### src/rtl/moore_event_counter.sv
// moore_event_counter
//
// Bank of N_CH independent Moore-style event counters. Each channel counts
// qualified events on its input bit. Its output is high while the count equals
// TERM. An event is either a high level or a rising edge, chosen by EDGE. At
// TERM the next event either wraps the count to 0 (WRAP=1) or is ignored
// (WRAP=0, sticky until clr).
//
// Ports:
//   clk      rising-edge clock for all state
//   rst      asynchronous active-low reset (clears counts, history, wrap pulse)
//   en       global count enable shared by every channel
//   clr      synchronous clear shared by every channel, beats en and events
//   in       event inputs, one bit per channel
//   out      per-channel decode of count == TERM (combinational from state)
//   count    per-channel count, channel i at bits [i*CNT_W +: CNT_W]
//   wrapped  registered one-cycle pulse after a TERM -> 0 wrap

module moore_event_counter #(
  parameter int N_CH  = 1,
  parameter int CNT_W = 2,
  parameter int TERM  = 3,
  parameter int EDGE  = 0,
  parameter int WRAP  = 1
) (
  input  logic                    clk,
  input  logic                    rst,
  input  logic                    en,
  input  logic                    clr,
  input  logic [N_CH-1:0]         in,
  output logic [N_CH-1:0]         out,
  output logic [N_CH*CNT_W-1:0]   count,
  output logic [N_CH-1:0]         wrapped
);

  localparam logic [CNT_W-1:0] TERM_C = CNT_W'(TERM);

  // A terminal count of 0 or one that does not fit in CNT_W bits makes no
  // sense, so stop elaboration rather than build a counter that never fires.
  if (TERM < 1 || TERM > (2 ** CNT_W) - 1) begin : g_bad_term
    $error("moore_event_counter: TERM must lie in 1..2**CNT_W-1");
  end

  for (genvar i = 0; i < N_CH; i++) begin : g_ch
    logic [CNT_W-1:0] c;
    logic             wr;
    logic             ev;
    logic             over;

    // The edge history register is sampled every cycle, ignoring en and clr,
    // so an edge is always judged against the previous cycle's input.
    // After reset the history is 0, so an input that is already high counts
    // as one edge.
    if (EDGE != 0) begin : g_edge
      logic in_d;
      always_ff @(posedge clk or negedge rst) begin
        if (!rst) in_d <= 1'b0;
        else      in_d <= in[i];
      end
      assign ev = in[i] & ~in_d;
    end else begin : g_level
      assign ev = in[i];
    end

    // Counts above TERM cannot be reached in normal operation. They are
    // detected only when the register is wide enough to hold such a value.
    // Otherwise the compare would be constant false.
    if (TERM < (2 ** CNT_W) - 1) begin : g_over
      assign over = (c > TERM_C);
    end else begin : g_no_over
      assign over = 1'b0;
    end

    // Count update. clr has top priority, then en, then the event itself.
    // At TERM the event either wraps with a one-cycle pulse or is dropped.
    always_ff @(posedge clk or negedge rst) begin
      if (!rst) begin
        c  <= '0;
        wr <= 1'b0;
      end else begin
        wr <= 1'b0;
        if (clr || over) begin
          c <= '0;
        end else if (en && ev) begin
          if (c < TERM_C) begin
            c <= c + CNT_W'(1);
          end else if (WRAP != 0) begin
            c  <= '0;
            wr <= 1'b1;
          end
        end
      end
    end

    assign count[i*CNT_W +: CNT_W] = c;
    assign out[i]                  = (c == TERM_C);
    assign wrapped[i]              = wr;
  end

endmodule

### config.mk
export PLATFORM = sky130hd
export DESIGN_NAME = moore_event_counter
export DESIGN_NICKNAME = d
export VERILOG_FILES = /design/src/rtl/moore_event_counter.sv
export SDC_FILE = /design/constraint.sdc
export NUM_CORES = 1
export LEC_CHECK = 0
export ABC_AREA = 1
export CAP_MARGIN = 10
export CORE_AREA = 2 2 39 41
export DETAILED_ROUTE_END_ITERATION = 12
export DIE_AREA = 0 0 41 43
export GPL_TIMING_DRIVEN = 0
export SYNTH_ARGS = -nofsm -noshare
export SYNTH_HDL_FRONTEND = slang
export SYNTH_SLANG_ARGS = --single-unit
### constraint.sdc
create_clock -name clk -period 1.26 [get_ports clk]
set_input_delay 0.189 -clock clk [delete_from_list [all_inputs] [get_ports clk]]
set_output_delay 0.189 -clock clk [all_outputs]
set_load 0.01 [all_outputs]
Word level (Yosys, flattened, before mapping)
Cells that the tools add are included.
{ "totals": {"reg_bits": 3, "latch_bits": 0, "ram_bits": 0, "rom_bits": 0, "in_bits": 5, "out_inout_bits": 4, "mem_count": 0} }
{ "classes": {"addsub": 1, "mul": 0, "div": 0, "order_cmp": 1, "eq_ne": 1, "shift": 0, "muxes": 6, "n_bitwise": 0, "n_reduce_logical": 2} }
{ "op_table": {"columns": ["op", "count"], "rows": [
  ["2-to-1 mux 2 bit", 3],
  ["2-to-1 mux 1 bit", 3],
  ["adder 2 x 1 -> 2 bit, second input constant", 1],
  ["== test 2 bit, second input constant", 1],
  ["< comparator 2 bit, second input constant", 1],
  ["nonzero test 2 bit", 1],
  ["logical AND 1 bit", 1]
]} }

Longest topological paths before layout
{ "logic_depth": {"ltp_word": 4, "depth_mapped": 4} }

Least setup slack after synthesis
Ideal clock, no wire load.
{ "synth_path": {"kind": "reg2reg", "startpoint": "reg g_ch[0].c[0], in the netlist count[0]", "endpoint": "reg g_ch[0].c[0], in the netlist count[0]", "t_arrival_ns": 0.923, "t_required_ns": 1.195, "setup_slack_ns": 0.272, "stages_incl_launch_ff": 5, "n_path_buf": 0, "period_less_slack_ns": 0.988, "cell_sequence": "dfrtp_1 -> ha_1 -> nor2_1 -> nand3_1 -> nand2_1"} }
{ "synth_between": {"elab_chain_cells": 4} }
{ "synth_rtl": {"columns": ["element", "line_no", "source"], "rows": [
  ["from (decl)", "45", "logic [CNT_W-1:0] c;"],
  ["from (signal assigned)", "86", "c <= c + CNT_W'(1);"],
  ["adder 2 x 1 -> 2 bit / < comparator 2 bit (equally long branches)", "86, 85", null],
  ["2-to-1 mux 2 bit *", "85", "if (c < TERM_C) begin"],
  ["2-to-1 mux 2 bit *", "84", "end else if (en && ev) begin"],
  ["2-to-1 mux 2 bit *", "82", "if (clr || over) begin"]
]} }
Mark *: on every way between the ends. The rest lies on a longest branch, timed or not. The select of a mux whose other input is x is not followed.
A chain may end at the register's enable or synchronous reset.

Worst setup path after layout
{ "layout_path": {"startpoint": "reg g_ch[0].c[0], in the netlist count[0]", "endpoint": "out count[0]"} }
{ "layout_lines": {"columns": ["element", "line_no", "source"], "rows": [
  ["to (decl)", "32", "output logic [N_CH*CNT_W-1:0] count,"]
]} }
No word-level cell between the ends.

==> results_dict.tcl <==
set metrics [dict create \
    max_cap_viol_count 0 \
    path_clk_slew_ps 30 \
    ys_warn_count 0 \
    yosysMostFrequentCell "nand3_1" \
    wire_per_inst_microns 7.18 \
    skew_ps 1.42 \
    cts_max_level 1 \
    finalHoldViolCount 0 \
    grt_pass1_wl_microns 503 \
    synth-async-reset-ratio_pct 100 \
    synth.cell_area_sq_um 145 \
    drt_iter0_drc 0 \
    dr.pass1.iters 1 \
    cp.arrival_ps 1010 \
    root_buffer "clkbuf_4" \
    outcome "completed" \
    cts_made_buffers 3 \
    worstMarginPinSlew_ps 142 \
    ioPinCount 9 \
    slowest_delay_ps 400 \
    critical_path.slowest_cell "dfrtp_1" \
    grt_max_degree 5 \
    fin_crit_sh_pct 94.9 \
    syn_inst 16 \
    synth_edf_count 0 \
    synthAdderAreaFrac_pct 8.62 \
    synth-seq-area-share_pct 51.7 \
    die_h_microns 43 \
    synth.area.mux_share_pct 0 \
    ys_ff_latch 3 \
    timing.fmax_mhz 836 \
    grt_pass1_vias 136 \
    synth_compound_area_share_pct 0 \
    hold_class "in2async" \
    setup.worst_path.end_class "output port" \
    finalPower_uw 306 \
    place_area_sq_um 245 \
    drc_errors 0 \
    antenna_found_initial 0 \
    hold_ws_ps 143 \
    syn_area_per_cell_sq_um 9.07 \
    p_leak_nw 0.145 \
    p_int_uw 242 \
    vias 146 \
    grtUsageTotal_pct 4.92 \
    crit_chain "buf_4 -> clkdlybuf4s15_1" \
    rsz0062_at_grt "no" \
    yosys.area.top_type "dfrtp_1" \
    tritoncts "built" \
    power.switching_uw 64.0 \
    synth-simple-area-share_pct 34.5 \
    synth.net_count 22 \
    drv_slew 0 \
    postCtsHoldBufs 0 \
    core_sq_mm 0.00138 \
    n_antenna_cell 0 \
    synth.distinct_cells 9 \
    setup_violations 0 \
    die_area_sq_mm 0.00176 \
    fin_area_sq_um 284 \
    crit_family "flip-flops" \
    placementRows 14 \
    p_clk_share_pct 52.7 \
    synth_top_family_by_area "simple AND/OR/NAND/NOR gates" \
    hpwlAfterDp_microns 281 \
    synth_xor_xnor_area_share_pct 0 \
    cp-start-kind "flip-flop" \
    via_per_inst 3.24 \
    period_minus_slack_ps 1200 \
    slew-limit-headroom_pct 90.5 \
    wl_microns 323 \
    worstSkewPairLatency_ps 230 \
    clock_path_buffers 2 \
    pwr_density_cell_mw_per_mm2 1080 \
    yosys-top-cells-area "dfrtp_1, nand3_1, ha_1" \
    setup-tns-final_ps 0 \
    cts_sinks 3 \
    combPwrFrac_pct 13.1 \
    portBuffers 8 \
    path_class "reg2out" \
    place_congestion 0.485 \
    sequentialPowerShare_pct 34.1 \
    irDropWorstVdd_v 0.000185 \
    ys_top_cells_by_count "nand3_1, dfrtp_1, nand2_1, nand2_2" \
    drive_gt1_share_pct 34.5 \
    overflow 0 \
    path_max_fanout 3 \
    antenna_left 0 \
    switching_share_pct 20.9 \
    syn_to_final_growth_pct 95.7 \
    critPathBufInv 2 \
    nets 36 \
    cp.required_ps 1070 \
    die_w_microns 41 \
    synth_flop_cell "dfrtp_1" \
    synth.top_cell.area_share_pct 51.7 \
    start_util_pct 10.5 \
]
==> layer usage <==
| layer | GRT usage (%) | part of all wire, % | vias to the layer above |
|---|---|---|---|
| met5 | 0 | 0 | - |
| met4 | 8.00 | 0 | 0 |
| met3 | 0.524 | 13 | 0 |
| met2 | 8.44 | 56 | 6 |
| met1 | 2.89 | 31 | 64 |
| li1 | - | - | 76 |
==> power groups by stage <==
| stage | clock [mW] | sequential [mW] | combinational (mW) |
|---|---|---|---|
| 3_5_place_dp | 0 | 0.105 | 0.0373 |
| 3_3_place_gp | 0 | 0.105 | 0.0360 |
| 4_1_cts | 0.169 | 0.103 | 0.0398 |
| 6_report | 0.161 | 0.104 | 0.0402 |
| 2_1_floorplan | 0 | 0.106 | 0.0111 |
| 5_1_grt | 0.184 | 0.105 | 0.0438 |
==> worst register-to-register path: cells and delay by family (launching register included) <==
family | cells | cell delay, ps
and+or+nand+nor | 3 | 240
DFF | 1 | 410
adders and majority gates | 1 | 180
==> per-stage QoR <==
| step | setup WS [ps] | std cells | util [%] |
|---|---|---|---|
| global placement | -65.2 | 40 | 17.7 |
| floorplan | 272 | 16 | - |
| detailed placement | -93.1 | 40 | 17.7 |
| CTS | 6.50 | 45 | 20.1 |
| global route | 17.6 | 45 | 20.5 |
| finish | 64.2 | 45 | 20.5 |
==> worst paths after layout <==
kind | start | to | slack (ps) | cells after the start
max | count[0] | count[0] | 60 | 2
min | rst | count[0] | 140 | 1
max reg2reg | count[1] | count[0] | 380 | 4
min reg2reg | count[1] | count[1] | 580 | 2
max in group asynchronous | rst | wrapped | 980 | 1
min in group clk | clr | wrapped | 540 | 2
==> layout make-up <==
| type | instances | area (sq um) |
|---|---|---|
| well taps | 16 | 20.0 |
| inverters | 2 | 7.51 |
| fillers | 156 | 1100 |
| repair buffers | 9 | 80.1 |
| multi-input cells | 11 | 75.1 |
| flip-flops and latches | 3 | 75.1 |
| clock buffers | 4 | 26.3 |
==> what timing repair did <==
item,in CTS,in global routing
buffers inserted,1,0
endpoints found under the setup margin,4,2
endpoints found under the hold margin,0,0
pin swaps,0,0
gates resized for setup,6,3
==> registers in the layout (all words and copies together) (netlist names) <==
name     count
count        2
wrapped      1
==> kinds of logic (layout without fill, tap and decap cells) <==
logic type | count (synthesis) | in the layout
buffers and inverters | 2 | 15
AND/OR/NAND/NOR | 10 | 10
flip-flops | 3 | 3
adder cells (fa/ha/maj) | 1 | 1
==> cells in the final DEF, fill, tap and decap left out <==
| cell type | Yosys | layout |
|---|---|---|
| nand3_1 | 4 | 4 |
| clkdlybuf4s50_1 | 0 | 4 |
| clkbuf_4 | 0 | 3 |
| dfrtp_1 | 3 | 3 |
| nand2_2 | 2 | 2 |
| nand2_1 | 2 | 2 |
| dlygate4sd2_1 | 0 | 2 |
| inv_2 | 1 | 1 |
| nor2_2 | 1 | 1 |
| inv_1 | 1 | 1 |
| nor2_1 | 1 | 1 |
| ha_4 | 0 | 1 |
| clkbuf_1 | 0 | 1 |
| clkdlybuf4s15_1 | 0 | 1 |
| clkbuf_2 | 0 | 1 |
| buf_4 | 0 | 1 |
(Power assumes the default switching activity.)
